File: src/rtl/spatial_seq_pkg.sv
// Shared types and constants for the spatial feed sequencer.
// HV_DIMENSION may be supplied by the build; otherwise a 64-bit default is used.
`ifndef HV_DIMENSION
`define HV_DIMENSION 64
`endif

package spatial_seq_pkg;

  typedef enum logic [1:0] {
    IDLE  = 2'd0,
    FETCH = 2'd1,
    SEND  = 2'd2
  } seq_state_t;

  localparam logic [1:0] FEAT_ZERO = 2'b00;
  localparam logic [1:0] FEAT_POS  = 2'b01;
  localparam logic [1:0] FEAT_NEG  = 2'b10;
  localparam logic [1:0] FEAT_ILL  = 2'b11;

  localparam int HV_DIM_DEFAULT = `HV_DIMENSION;

  // Channel index width; never narrower than one bit.
  function automatic int ch_width(input int n);
    return (n <= 1) ? 1 : $clog2(n);
  endfunction

endpackage

File: src/rtl/spatial_projm_select.sv
// Picks the positive, negative or zero projection for one feature code
// and flags the illegal code.
module spatial_projm_select
  import spatial_seq_pkg::*;
#(
  parameter int HV_DIM = HV_DIM_DEFAULT
) (
  input  logic [1:0]        i_code,
  input  logic [HV_DIM-1:0] i_pos,
  input  logic [HV_DIM-1:0] i_neg,
  output logic [HV_DIM-1:0] o_projm,
  output logic              o_illegal
);

  // Code decode; zero and illegal codes both yield an all-zero projection.
  always_comb begin
    o_projm   = '0;
    o_illegal = 1'b0;
    case (i_code)
      FEAT_POS: o_projm   = i_pos;
      FEAT_NEG: o_projm   = i_neg;
      FEAT_ILL: o_illegal = 1'b1;
      default:  o_projm   = '0;
    endcase
  end

endmodule

File: src/rtl/spatial_feed_sequencer.sv
// Feeds one sample, channel by channel, from the shared ROM into spatial_encoder.
// Optional build macro SEQ_PERF_EN adds saturating stall_cnt / sample_cnt outputs.
//
// state | meaning
// IDLE  | waiting for a sample, fin_ready high
// FETCH | ROM strobe for channel ch
// SEND  | ROM data presented to the encoder until din handshake
module spatial_feed_sequencer
  import spatial_seq_pkg::*;
#(
  parameter int num_channel = 32,
  parameter int HV_DIM      = HV_DIM_DEFAULT,
  parameter int CH_W        = ch_width(num_channel)
) (
  input  logic                     clk,
  input  logic                     rst,
  input  logic                     fin_valid,
  output logic                     fin_ready,
  input  logic [2*num_channel-1:0] features,
  output logic                     rom_rd_en,
  output logic [CH_W-1:0]          rom_addr,
  input  logic [HV_DIM-1:0]        im_rdata,
  input  logic [HV_DIM-1:0]        projm_pos_rdata,
  input  logic [HV_DIM-1:0]        projm_neg_rdata,
  output logic                     din_valid,
  input  logic                     din_ready,
  output logic [HV_DIM-1:0]        im,
  output logic [HV_DIM-1:0]        projm,
  output logic                     busy,
  output logic                     sample_done,
`ifdef SEQ_PERF_EN
  output logic [31:0]              stall_cnt,
  output logic [31:0]              sample_cnt,
`endif
  output logic                     code_err
);

  localparam logic [CH_W-1:0] LAST_CH = CH_W'(num_channel - 1);

  seq_state_t               r_state;
  logic [CH_W-1:0]          r_ch;
  logic [2*num_channel-1:0] r_features;
  logic                     r_rom_rd_en;
  logic                     r_din_valid;
  logic                     r_busy;
  logic                     r_sample_done;
  logic                     r_code_err;

  logic [2*num_channel-1:0] w_shifted;
  logic [1:0]               w_code;
  logic [HV_DIM-1:0]        w_projm;
  logic                     w_illegal;
  logic                     w_handshake;

  assign w_shifted   = r_features >> {r_ch, 1'b0};
  assign w_code      = w_shifted[1:0];
  assign w_handshake = r_din_valid & din_ready;

  spatial_projm_select #(.HV_DIM(HV_DIM)) u_sel (
    .i_code    (w_code),
    .i_pos     (projm_pos_rdata),
    .i_neg     (projm_neg_rdata),
    .o_projm   (w_projm),
    .o_illegal (w_illegal)
  );

  // Sequencing FSM: one FETCH/SEND pair per channel, registered control outputs.
  always_ff @(posedge clk or negedge rst) begin
    if (!rst) begin
      r_state       <= IDLE;
      r_ch          <= '0;
      r_features    <= '0;
      r_rom_rd_en   <= 1'b0;
      r_din_valid   <= 1'b0;
      r_busy        <= 1'b0;
      r_sample_done <= 1'b0;
      r_code_err    <= 1'b0;
    end else begin
      r_sample_done <= 1'b0;
      case (r_state)
        IDLE: begin
          if (fin_valid) begin
            r_features  <= features;
            r_ch        <= '0;
            r_rom_rd_en <= 1'b1;
            r_busy      <= 1'b1;
            r_state     <= FETCH;
          end
        end
        FETCH: begin
          // ROM data lands this edge; the code for ch is already decodable.
          r_rom_rd_en <= 1'b0;
          r_din_valid <= 1'b1;
          if (w_illegal) r_code_err <= 1'b1;
          r_state     <= SEND;
        end
        SEND: begin
          if (w_handshake) begin
            r_din_valid <= 1'b0;
            if (r_ch == LAST_CH) begin
              r_busy        <= 1'b0;
              r_sample_done <= 1'b1;
              r_state       <= IDLE;
            end else begin
              r_ch        <= r_ch + 1'b1;
              r_rom_rd_en <= 1'b1;
              r_state     <= FETCH;
            end
          end
        end
        default: r_state <= IDLE;
      endcase
    end
  end

`ifdef SEQ_PERF_EN
  logic [31:0] r_stall_cnt;
  logic [31:0] r_sample_cnt;

  // Saturating performance counters.
  always_ff @(posedge clk or negedge rst) begin
    if (!rst) begin
      r_stall_cnt  <= '0;
      r_sample_cnt <= '0;
    end else begin
      if (r_din_valid && !din_ready && (r_stall_cnt != '1))
        r_stall_cnt <= r_stall_cnt + 1'b1;
      if (r_sample_done && (r_sample_cnt != '1))
        r_sample_cnt <= r_sample_cnt + 1'b1;
    end
  end

  assign stall_cnt  = r_stall_cnt;
  assign sample_cnt = r_sample_cnt;
`endif

  // Data path is gated so the encoder sees zeros whenever din_valid is low.
  assign im          = r_din_valid ? im_rdata : '0;
  assign projm       = r_din_valid ? w_projm  : '0;
  assign fin_ready   = (r_state == IDLE);
  assign rom_rd_en   = r_rom_rd_en;
  assign rom_addr    = r_ch;
  assign din_valid   = r_din_valid;
  assign busy        = r_busy;
  assign sample_done = r_sample_done;
  assign code_err    = r_code_err;

endmodule

File: config.mk
export PLATFORM = sky130hd
export DESIGN_NAME = spatial_feed_sequencer
export DESIGN_NICKNAME = d
export VERILOG_FILES = /design/src/rtl/spatial_seq_pkg.sv /design/src/rtl/spatial_projm_select.sv /design/src/rtl/spatial_feed_sequencer.sv
export SDC_FILE = /design/constraint.sdc
export NUM_CORES = 1
export LEC_CHECK = 0
export ABC_AREA = 1
export CORE_AREA = 2 2 156 158
export DETAILED_ROUTE_END_ITERATION = 12
export DIE_AREA = 0 0 158 160
export HOLD_SLACK_MARGIN = 0.12
export PLACE_DENSITY = 0.57
export SETUP_SLACK_MARGIN = 0.05
export SLEW_MARGIN = 20
export SYNTH_ARGS = -nofsm -noshare
export SYNTH_HDL_FRONTEND = slang
export SYNTH_SLANG_ARGS = --single-unit
File: constraint.sdc
create_clock -name clk -period 6 [get_ports clk]
set_input_delay 0.6 -clock clk [delete_from_list [all_inputs] [get_ports clk]]
set_output_delay 0.6 -clock clk [all_outputs]
set_load 0.01 [all_outputs]
**Word level (Yosys, flattened, before mapping)**

Cells that the tools add are included.

- Eq/ne operators: 10
- Add/sub/neg operators: 1
- Multiplexer cells: 24
- Shift operators: 1
- Reductions and logical operators: 11
- Bitwise gates (word level): 1

Operators with widths:

| operator | number |
|---|---|
| $mux 64 | 2 |
| $pmux 64 s2 | 1 |
| $shr 64x6->2 | 1 |
| $mux 5 | 3 |
| $reduce_and 4->1 | 3 |
| $mux 1 | 11 |
| $pmux 5 s2 | 1 |
| $ne 2x2->1 const B | 4 |
| $reduce_and 2->1 | 4 |
| $eq 2x2->1 const B | 3 |
| $pmux 2 s3 | 1 |
| $add 5x1->5 const B | 1 |
| $eq 5x5->1 const B | 1 |
| $eq 2x1->1 const B | 2 |
| $mux 2 | 2 |
| $pmux 1 s2 | 2 |
| $reduce_bool 2->1 | 2 |
| $pmux 1 s3 | 1 |
| $reduce_bool 3->1 | 1 |
| $logic_not 2->1 | 1 |
| $and 1x1->1 | 1 |

- Logic and storage cells: 56
- Flip-flop bits (word level): 76
- Bits of input ports: 260

**Logic depth before layout (Yosys ltp)**

- Depth in word-level cells: 4
- Gate-level depth with buffers: 16

**Modules after synthesis**

A second synthesis with hierarchy kept.

- Cells, all modules: 970
- Area total of the unflattened synthesis: 5,671.7 µm²

Modules (own cells, without submodules):

| module | times used | cells an instance | sequential area each (µm²) | area each (µm²) |
|---|---|---|---|---|
| spatial_feed_sequencer | 1 | 752 | 1,901.8 | 4,659.5 |
| spatial_projm_select | 1 | 218 | 0.0 | 1,012.2 |

**Worst setup path after synthesis**

No wires, ideal clock.

- Kind: reg-to-output
- From: register r_ch[0] (netlist: rom_addr[0])
- To: output projm[10]
- Data required time: 5.400 ns
- Data arrival time: 2.239 ns
- Stages on the path, launching flop included: 16
- Slack: 3.161 ns
- Cells stage by stage: dfrtp_1 -> buf_4 -> inv_4 -> buf_4 -> nand2_1 -> nand2_1 -> nand2_1 -> nand3_1 -> nand3_1 -> nand3_1 -> nand2_1 -> ha_1 -> or2_1 -> clkbuf_1 -> buf_2 -> a21oi_1

- Longest elaborated chain between the ends: 4
- Elaborated cells between the ends (all ways): 5

Ends and longest elaborated chain:

| element | line | RTL |
|---|---|---|
| start, declared | spatial_feed_sequencer.sv:41 | `logic [CH_W-1:0] r_ch;` |
| start signal, assigned | spatial_feed_sequencer.sv:105 | `r_ch <= r_ch + 1'b1;` |
| $shr 64x6->2 (*) | spatial_feed_sequencer.sv:55 | `assign w_shifted = r_features >> {r_ch, 1'b0};` |
| $eq 2x2->1 or $eq 2x1->1 (tied branches) | spatial_projm_select.sv:19 | `case (i_code)` |
| $pmux 64 s2 (*) | spatial_projm_select.sv:19 |  |
| $mux 64 (*) | spatial_feed_sequencer.sv:139 | `assign projm = r_din_valid ? w_projm : '0;` |
| end, declared | spatial_feed_sequencer.sv:28 | `output logic [HV_DIM-1:0] projm,` |

Mark *: on every way between the ends. The rest lies on a longest branch, timed or not.

**Final worst setup path**

- From: register r_ch[1] (netlist: rom_addr[1])
- To: output projm[4]

Same word-level chain as after synthesis.

==> results.md <==
* Dpl hpwl at 21.9 mm
* RR Startpoint: rom_addr[1]
* I/O pin total at 399
* Clk Latency, worst-skew pair at 340 ps
* Non-filler cells, final at 1530
* Commonest non-fill, non-tap cell in the layout: clkdlybuf4s50_1
* Antenna-violating nets left at 0
* First-pass GRT wire length at 39.1 mm
* Post-DR vias/cell at 4.35
* Drt wl/cell at 17.4 µm
* Comb pwr share at 71.7%
* Total track usage at 20.5%
* Sequential-to-total area share from yosys stat at 33.7%
* Initial Utilization at 23.7%
* H-tree depth at 3
* GPL Wtd Cong at 0.875
* WHS Path Cells at 1
* Hold Path Class: reg2reg
* Rel. slew slack at 37.1%
* CTS tree: built
* Final min period at 5080 ps
* P_int at 0.00269 W
* Reg2reg end: code_err
* Die height at 160 µm
* Layout Utilization at 42.4%
* Clock buffer count from CTS at 9
* Flop pwr share at 18.2%
* #FFs+latches synth at 76
* Cell Rows at 57
* Final Net Count at 1462
* Min-Delay Startpoint: code_err
* Warnings, synthesis at 0
* Net load switching power at 0.00233 W
* Critical-path maximum fanout at 45
* Cell area after layout at 0.0101 mm²
* Post-Synthesis Cells at 832
* Post-DP Area at 0.00980 mm²
* Share of layout cells above drive strength 1 at 7.90%
* Final wirelength at 26.7 mm
* Req. time, crit path at 5400 ps
* CTS resizes at 0
* Post-synth ARST share at 100%
* Full die area at 0.0253 mm²
* Count of final hold-check violations at 0
* CP Data Arrival Time at 4480 ps
* Vias in the first global route at 6485
* Hold slack at 467 ps
* Antenna violations before repair at 10
* Synth cell types at 28
* Tcrit/Tclk final at 84.7%
* Initial DRT Pass Iterations at 5
* Core region area at 0.0238 mm²
* Status: finished clean
* WHS Endpoint: code_err
* Least-Margin Pin Slew at 944 ps
* # hold bufs at CTS at 0
* Root Buffer: clkbuf_16
* Clock slew at reported path FFs at 60 ps
* Leak at 4.66 nW
* Largest net degree at the start of global routing at 92
* Clock Power Share at 10.1%
* Type of the worst setup path: reg2out
* DR iter-0 viols at 409
* Max-Cap Viols at 0
* Reg2reg path depth at 9
* Startpoint Class: register
* # clock sinks at 76
* Input/output buffers at 398
* Placed cells at 1510
* Die width at 158 µm
* P per Cell Area at 497 mW/mm²
* Max Slew Vio Count at 0
* Most frequent cells in the layout: clkdlybuf4s50_1, nand2_1, inv_1
* Routed vias at 6660
* Post-synth EDFFs at 0
* Flop-to-flop setup slack at 3310 ps
* Postcts setup bufs at 0
* RSZ-0062 raised after global routing: false
* Residual DRC count at 0
* Final clock skew at 4.44 ps
* Syn Nets at 1097
* Setup violators final at 0
* Clock Tree Buf Depth at 2
* Area Growth Syn to Fin at 79.0%
* Sw frac at 46.4%
* Critical path capture point type: output port
* Max Fclk at 0.197 GHz
* Maximum VDD drop at 0.000317 V
* Synthesized area per cell at 6.77 µm²
* TNS Setup at 0 ps
* Main flop type after synthesis: dfrtp_1
* Post-Syn Area at 0.00564 mm²
* GRT overflow at 0
==> state kept, by name (all words and copies together), names as in the netlist <==
name and cells:
din_valid 1, rom_addr 5, sample_done 1, busy 1, r_state 2, code_err 1
r_features 64, rom_rd_en 1
==> power groups by stage <==
stage | Clock (W) | Sequential [W] | Combinational, W
after detailed placement | 0 | 0.000917 | 0.00361
final | 0.000506 | 0.000911 | 0.00360
after CTS | 0.000515 | 0.000911 | 0.00362
after global placement | 0 | 0.000915 | 0.00358
after floorplan | 0 | 0.000850 | 0.00206
after global routing | 0.000541 | 0.000943 | 0.00392
==> critical path, stage by stage, from the launching register on <==
cell             delay, ps
dfrtp_1                820
clkinv_1               650
nand2_1                270
nand2_1                 80
nand2_1                 70
nand3_1                 70
nand3_1                100
nand2_1                110
ha_2                   260
or2_2                  460
buf_4                  340
a21oi_1                280
clkdlybuf4s50_1        610
==> routing by layer <==
| metal | track usage (%) | vias up | part of all wire (%) |
|---|---|---|---|
| met5 | 0 | - | 0.26 |
| met4 | 4.79 | 12 | 1.7 |
| met3 | 9.55 | 45 | 13 |
| met2 | 32.0 | 308 | 44 |
| met1 | 25.6 | 2983 | 41 |
| li1 | - | 3312 | - |
==> area by class of cell <==
type | count | area, µm²
antenna | 4 | 10.0
clock buffer | 13 | 260
clock inverter | 3 | 21.3
fill | 2480 | 13700
inverter | 106 | 403
multi-input combinational | 598 | 3050
sequential | 76 | 1900
tap | 324 | 405
timing repair buffer | 406 | 4040
==> worst max-delay path by stage <==
stage,from,to,slack [ps],cells after the start
after floorplan,rom_addr[0],projm[10],3160,15
after global placement,rom_addr[1],projm[60],1310,12
after detailed placement,rom_addr[1],projm[4],1280,12
after CTS,rom_addr[1],projm[4],890,12
after global routing,rom_addr[1],projm[43],560,11
final,rom_addr[1],projm[4],920,12
==> synthesized netlist by cell type (2+ instances only) <==
master	instances	area share, %
dfrtp_1	76	34
ha_1	5	1.1
buf_1	4	0.27
mux2_4	35	9.3
mux2_2	3	0.60
nand2_1	339	23
nand3_1	59	5.2
inv_1	98	6.5
a21oi_1	80	7.1
nor2_2	2	0.22
clkinv_1	3	0.20
a21oi_2	19	3.0
buf_6	7	1.4
inv_2	3	0.20
inv_4	2	0.22
nor2_1	31	2.1
o21ai_1	6	0.53
buf_2	19	1.7
clkbuf_1	18	1.2
o21ai_0	12	1.1
buf_4	4	0.53
==> through the flow <==
step / total power [W] / worst slack [ps]
finish: 0.00501 / 916
global route: 0.00540 / 561
CTS: 0.00505 / 888
detailed placement: 0.00452 / 1280
global placement: 0.00450 / 1310
floorplan: 0.00291 / 3160
==> kinds of logic after synthesis <==
kind of cell | Yosys count | share of synthesized area, %
AO/OA/AOI/OAI | 118 | 11.8
adder cells (fa/ha/maj) | 5 | 1.11
buffers and inverters | 158 | 12.2
flip-flops | 76 | 33.7
multiplexers | 38 | 9.92
AND/OR/NAND/NOR | 437 | 31.2
No activity file was read; power rests on OpenSTA's default activity.
